## src/rtl/alu_issue_ctrl.sv

```systemverilog
// Issue controller: registers one request into an external combinational ALU, captures its result and holds it as a response.
// Optional sticky flag accumulator is enabled by defining ALU_ISSUE_STICKY_FLAGS_EN.
module alu_issue_ctrl #(
    parameter int BUS   = 8,
    parameter int TAG_W = 4
) (
    input  logic             clk_i,
    input  logic             rst_ni,
    input  logic             req_valid_i,
    output logic             req_ready_o,
    input  logic [BUS-1:0]   req_a_i,
    input  logic [BUS-1:0]   req_b_i,
    input  logic [2:0]       req_op_i,
    input  logic [TAG_W-1:0] req_tag_i,
    output logic [BUS-1:0]   alu_a_o,
    output logic [BUS-1:0]   alu_b_o,
    output logic [2:0]       alu_op_o,
    input  logic [BUS-1:0]   alu_result_i,
    input  logic [3:0]       alu_flags_i,
    output logic             rsp_valid_o,
    input  logic             rsp_ready_i,
    output logic [BUS-1:0]   rsp_result_o,
    output logic [3:0]       rsp_flags_o,
    output logic [TAG_W-1:0] rsp_tag_o,
    output logic             busy_o,
    output logic [15:0]      op_count_o
`ifdef ALU_ISSUE_STICKY_FLAGS_EN
    ,
    input  logic             sticky_clr_i,
    output logic [3:0]       sticky_flags_o
`endif
);

    // state | meaning
    // IDLE  | waiting for a request, req_ready_o high
    // EXEC  | operands on the ALU bus for one cycle, result captured at its end
    // RESP  | response held until rsp_ready_i; may accept the next request in the same cycle
    localparam logic [1:0] ST_IDLE = 2'd0;
    localparam logic [1:0] ST_EXEC = 2'd1;
    localparam logic [1:0] ST_RESP = 2'd2;

    logic [1:0]       state_q;
    logic [1:0]       state_d;
    logic [TAG_W-1:0] tag_q;
    logic             accept;
    logic             rsp_hs;

    // Ready is gated by reset so nothing is accepted while rst_ni is held low.
    assign req_ready_o = rst_ni && ((state_q == ST_IDLE) || ((state_q == ST_RESP) && rsp_ready_i));
    assign accept      = req_valid_i && req_ready_o;
    assign rsp_valid_o = (state_q == ST_RESP);
    assign rsp_hs      = rsp_valid_o && rsp_ready_i;
    assign busy_o      = (state_q != ST_IDLE);

    always_comb begin
        state_d = state_q;
        case (state_q)
            ST_IDLE: begin
                if (accept) begin
                    state_d = ST_EXEC;
                end
            end
            ST_EXEC: begin
                state_d = ST_RESP;
            end
            ST_RESP: begin
                if (rsp_ready_i) begin
                    state_d = req_valid_i ? ST_EXEC : ST_IDLE;
                end
            end
            default: begin
                state_d = ST_IDLE;
            end
        endcase
    end

    always_ff @(posedge clk_i or negedge rst_ni) begin
        if (!rst_ni) begin
            state_q <= ST_IDLE;
        end else begin
            state_q <= state_d;
        end
    end

    always_ff @(posedge clk_i or negedge rst_ni) begin
        if (!rst_ni) begin
            alu_a_o  <= '0;
            alu_b_o  <= '0;
            alu_op_o <= 3'b000;
            tag_q    <= '0;
        end else if (accept) begin
            alu_a_o  <= req_a_i;
            alu_b_o  <= req_b_i;
            alu_op_o <= req_op_i;
            tag_q    <= req_tag_i;
        end
    end

    // The tag moves to the response only at the end of EXEC, so a back-to-back
    // accept in RESP cannot disturb the payload being handed over.
    always_ff @(posedge clk_i or negedge rst_ni) begin
        if (!rst_ni) begin
            rsp_result_o <= '0;
            rsp_flags_o  <= 4'b0000;
            rsp_tag_o    <= '0;
        end else if (state_q == ST_EXEC) begin
            rsp_result_o <= alu_result_i;
            rsp_flags_o  <= alu_flags_i;
            rsp_tag_o    <= tag_q;
        end
    end

    always_ff @(posedge clk_i or negedge rst_ni) begin
        if (!rst_ni) begin
            op_count_o <= 16'h0000;
        end else if (rsp_hs) begin
            op_count_o <= op_count_o + 16'd1;
        end
    end

`ifdef ALU_ISSUE_STICKY_FLAGS_EN
    always_ff @(posedge clk_i or negedge rst_ni) begin
        if (!rst_ni) begin
            sticky_flags_o <= 4'b0000;
        end else if (sticky_clr_i) begin
            sticky_flags_o <= 4'b0000;
        end else if (rsp_hs) begin
            sticky_flags_o <= sticky_flags_o | rsp_flags_o;
        end
    end
`endif

endmodule

```

## config.mk

```make
export PLATFORM = sky130hd
export DESIGN_NAME = alu_issue_ctrl
export DESIGN_NICKNAME = d
export VERILOG_FILES = /design/src/rtl/alu_issue_ctrl.sv
export SDC_FILE = /design/constraint.sdc
export NUM_CORES = 1
export LEC_CHECK = 0
export CORE_MARGIN = 4
export CORE_UTILIZATION = 43
export CTS_CLUSTER_DIAMETER = 200
export DETAILED_ROUTE_END_ITERATION = 10
export PLACE_DENSITY = 0.79
export SYNTH_ARGS = -nofsm -noshare
export SYNTH_HDL_FRONTEND = slang
export SYNTH_SLANG_ARGS = --single-unit
export TNS_END_PERCENT = 5
```

## constraint.sdc

```tcl
create_clock -name clk_i -period 2.31 [get_ports clk_i]
set_clock_uncertainty 0.15 [all_clocks]
set_input_delay 0.3465 -clock clk_i [delete_from_list [all_inputs] [get_ports clk_i]]
set_output_delay 0.3465 -clock clk_i [all_outputs]
set_load 0.02 [all_outputs]
```

# After elaboration in Yosys (flattened, before gate mapping)
# Index checks and enable logic that the tools add are counted.
# W data, S select, Z words.
[totals]
reg_bits = 57
latch_bits = 0
ram_bits = 0
mem_bits_ro = 0
inputBits = 39
output_inout_bits = 54
wordCells = 25
memories = 0
[classes]
addsub = 1
n_mul = 0
div_mod_pow = 0
magnitude_cmp = 0
n_eq_ne = 4
shift = 0
n_mux = 4
bitwise_logic = 0
n_reduce_logical = 7
[op_table]
columns = ["operator", "count"]
rows = [
  ["$add A16 B1 Y16 const B", 1],
  ["$pmux W2 S3", 1],
  ["$mux W2", 2],
  ["$logic_and A1 B1 Y1", 3],
  ["$eq A2 B1 Y1 const B", 1],
  ["$eq A2 B2 Y1 const B", 1],
  ["$logic_not A2 Y1", 1],
  ["$ne A2 B1 Y1 const B", 1],
  ["$ne A2 B2 Y1 const B", 1],
  ["$reduce_and A2 Y1", 1],
  ["$reduce_bool A2 Y1", 1],
  ["$logic_or A1 B1 Y1", 1],
  ["$mux W1", 1],
]

# Logic depth before layout (Yosys ltp)
[depth]
depth_word = 7
depth_mapped = 6
ltp_nobuf = 5

# Least setup slack after synthesis
# No wires, ideal clock.
[synth_path]
path_kind = "reg-to-reg"
from = "register state_q[1]"
to = "register alu_a_o[0]"
setup_time_ns = 0.125
t_arrival_ns = 1.487
required_time_ns = 2.035
setup_slack_ns = 0.548
path_stages_with_launch = 7
n_path_buf = 2
synth_period_minus_slack_ns = 1.762
path_cell_list = "dfrtp_1 > inv_2 > o21ai_2 > or3b_1 > buf_6 > buf_6 > mux2_4"
[synth_between]
elab_chain_len = 5
word_cells_on_any_way = 6
cone_classes = "1 x eq/ne; 5 x reduce/logical"
[synth_lines]
columns = ["item", "line_no", "rtl"]
rows = [
  ["start, declared", "42", "logic [1:0] state_q;"],
  ["start signal, assigned", "81", "state_q <= state_d;"],
  ["$eq A2 B2 Y1", "49", "assign req_ready_o = rst_ni && ((state_q == ST_IDLE) || ((state_q == ST_RESP) && rsp_ready_i));"],
  ["$logic_and A1 B1 Y1", "49", ""],
  ["$logic_or A1 B1 Y1 *", "49", ""],
  ["$logic_and A1 B1 Y1 *", "49", ""],
  ["$logic_and A1 B1 Y1 *", "50", "assign accept = req_valid_i && req_ready_o;"],
  ["end signal, assigned", "92", "alu_a_o <= req_a_i;"],
  ["end, declared", "15", "output logic [BUS-1:0] alu_a_o,"],
]
# Every way passes the cells marked *; elsewhere a longest branch is shown, timed or not.
# A chain may end at the register's enable or synchronous reset.

# Worst setup path after layout
[layout_path]
from = "register state_q[1]"
to = "output busy_o"
[layout_between]
elab_chain_len = 1
[layout_lines]
columns = ["item", "line_no", "rtl"]
rows = [
  ["$reduce_bool A2 Y1", "53", "assign busy_o = (state_q != ST_IDLE);"],
  ["end, declared", "25", "output logic busy_o,"],
]
# No other way between the ends.

==> results summary <==
The run finished with clean final reports. The met2 usage is 0.263. The floorplan row count came out at 26. The count of unresolved DRC violations after routing came out at 0. After layout, the worst setup slack is 0.194 ns. At the placement stage, the worst setup path has a slack of 0.177 ns. Once layout is complete, the cells apart from fillers number 335. In this run, post-CTS hold repair placed 0 buffers. The tightest min-delay check is of the input port to asynchronous set/reset pin type. The launching point of the worst reg2reg path is state_q[1]. The number of cells on the worst reg-to-reg path is 5. The register-to-register setup slack is 0.52 ns. The share of total power dissipated in sequential elements is 0.409. The met1 usage came out at 0.224. The number of filler instances in the final layout is 403. The I/O pin count came out at 93. The routed wire length came out at 5080 um. The footprint of the multi-input gates came out at 860 um2.

The pin count of the biggest net entering global routing is 59. The post-synthesis instance total came out at 154. The number of routed nets with antenna violations is 0. The initial core utilization came out at 0.450.

The normalized max-slew margin came out at 0.516. The internal power summed over all cells came out at 2.39 mW. The layer with the highest usage is met2. Dividing the detail-routed wire length by the instance count gives 15.2 um. The count of cell types in the netlist is 27. The number of buffers added on ports is 92. The post-synthesis sequential element count is 57. The critical path start-end classification is flop to primary output. The static leakage is 1.59 nW. The floorplan core area came out at 5200 um2. The fraction of synthesized cell area taken by the top area cell type came out at 0.610. The worst setup path is launched from a flop. The wire length of the first global-routing pass is 8550 um. The synthesized area per cell came out at 15.2 um2. The global routing usage on met3 is 0.0471.

The portion of the post-synthesis area used by sequential elements is 0.610. The number of placed instances, taps included came out at 319. The global placer's final weighted congestion is 0.771. dfrtp_1 takes more of the synthesized area than any other cell. The buffers inserted during post-CTS setup optimization came out at 0. The shortest period the worst path allows came out at 2.12 ns. The final worst hold slack is 0.0577 ns. The power per standard cell area is 996 nW/um2. The max-capacitance violation count is 0. The netlist area before placement came out at 2340 um2. The number of global-route vias before repair is 1760.

The number of buffers added by the clock tree synthesis step is 9. The highest clock frequency the design can meet came out at 473 MHz. The die is 81.8 um tall. The layout-stage area growth over the synthesis result is 50.5%. The vias after detailed routing is 1581. The arrival time of data at the critical path endpoint is 1.62 ns. The HPWL reported at the end of detailed placement is 3590 um. The number of warnings reported in the yosys synthesis log is 0. The share of post-route cells with drive strength above 1 is 0.245.

The final count of pins violating max slew is 0. The via density per instance came out at 4.72. The number of buffers on the longest clock path came out at 2.

Setup repair after global routing left no endpoint under its margin. The number of endpoints with negative hold slack in the final report came out at 0. The latest clock arrival within the worst-skew pair is 0.32 ns. In the post-synthesis netlist, the biggest area contributors are dfrtp_1, mux2_4, mux2_2. The net switching power came out at 1.12 mW. The endpoint identified for the worst register-to-register timing path is alu_b_o[3].

Clock-pin slew was measured on the worst setup and hold paths at 0.06 ns. Across the VDD grid, the largest voltage drop is 653 uV. The number of H-tree branching levels is 3.

For the final routed database, the setup TNS stands at 0 ns. The global router's overall resource usage is 0.168. The switching power share of the total came out at 0.318. The maximum fanout along the worst path came out at 6. The root buffer cell is clkbuf_8. Setup violations remaining at the end of the flow were counted as 0. The critical path capture point type is a primary output.

The area taken by flip-flops and latches came out at 1430 um2. From left edge to right edge, the die measures 81.8 um. Of the total power, the clock network draws 0.216. The total die area is 6690 um2. The combinational share of power came out at 0.375. The required time reported for the critical path endpoint is 1.81 ns. The violation count after the first detailed-routing iteration is 47.

The actual slew at the worst max-slew pin is 0.727 ns. The CTS tree is done. The count of inserted antenna diode cells is 0. The part of the cycle the worst path needs is 0.916.

Clock tree synthesis found a total of 57 sinks. The initial antenna violation count came out at 0. Summed over all layers, the global routing overflow is 0. Post-CTS repair changed the size of 0 cells. The net count of the mapped netlist came out at 194. The first-pass iteration count of the detailed router is 4. The final layout contains 300 nets.
synthesized netlist by cell type:
library cell / number
inv_1: 2
and3_1: 2
dfrtp_1: 57
nor4_1: 1
o21ai_2: 1
mux2i_1: 1
inv_2: 1
nand3b_1: 1
xnor2_1: 9
mux2_2: 20
buf_8: 1
nand2b_1: 1
buf_2: 1
or3b_1: 1
nor3_1: 3
nor2_1: 5
buf_6: 2
or2_2: 2
mux2_4: 20
xor2_1: 6
nand3_1: 3
o21ai_0: 1
nand4_1: 4
ha_1: 1
nand2_1: 6
nand4b_1: 1
nor3b_1: 1
registers in the layout, indices dropped and copies added (netlist names):
| name | cells |
|---|---|
| op_count_o | 16 |
| alu_b_o | 8 |
| alu_op_o | 3 |
| rsp_tag_o | 4 |
| rsp_result_o | 8 |
| rsp_flags_o | 4 |
| state_q | 2 |
| tag_q | 4 |
| alu_a_o | 8 |
cells by family after synthesis:
family          Yosys count  share of synthesized area
fa+ha+maj                 1                    0.00535
compound gates            2                    0.00588
simple gates             31                     0.0711
buf+inv                   7                     0.0230
mux                      41                      0.229
xor+xnor                 15                     0.0562
flops                    57                      0.610
routing by layer:
layer,part of all wire,vias up
met5,0,-
met4,0.0075,0
met3,0.065,5
met2,0.47,62
met1,0.46,772
li1,-,742
metrics by stage:
step / area [um2] / power, mW / util
floorplan: 2340 / 2.10 / -
global placement: 3370 / 2.75 / 0.647
finish: 3520 / 3.51 / 0.676
CTS: 3520 / 3.55 / 0.676
detailed placement: 3370 / 2.78 / 0.647
global route: 3520 / 3.71 / 0.676
cell usage in the layout, fill, tap and decap left out, drive strengths merged, types with 2 or more instances in the layout:
cell type,instances
clkdlybuf4s50,91
dfrtp,57
mux2,40
clkbuf,12
xnor2,9
buf,8
nand2,6
xor2,6
nor2,5
nand4,4
clkinv,4
nor3,3
nand3,3
inv,3
or2,2
and3,2
o21ai,2
cell type report:
class	instances	share of cell area
clock buffer	12	0.0384
clock inverter	4	0.00569
inverter	3	0.00320
multi-input combinational	90	0.244
sequential	57	0.405
tap	70	0.0249
timing repair buffer	99	0.279
critical path: stages (launching register included):
cell             delay (ns)
dfrtp_1                0.44
or2_2                  0.32
clkdlybuf4s50_1        0.54
power by group through the flow:
| stage | Sequential (mW) | Combinational [mW] | Clock (mW) |
|---|---|---|---|
| final | 1.43 | 1.32 | 0.756 |
| after global routing | 1.48 | 1.40 | 0.836 |
| after CTS | 1.44 | 1.34 | 0.778 |
| after detailed placement | 1.45 | 1.33 | 0 |
| after global placement | 1.44 | 1.31 | 0 |
| after floorplan | 1.72 | 0.378 | 0 |
worst max-delay path by stage:
stage           startpoint              to  depth (start not counted)  slack, ns
2_1_floorplan   state_q[1]      alu_a_o[0]                          6       0.55
3_3_place_gp   rsp_ready_i      alu_b_o[3]                          5       0.20
3_5_place_dp   rsp_ready_i  op_count_o[14]                          6       0.18
4_1_cts         state_q[1]          busy_o                          2       0.18
5_1_grt         state_q[1]     req_ready_o                          4       0.10
6_report        state_q[1]          busy_o                          2       0.19
(Power assumes the default switching activity.)
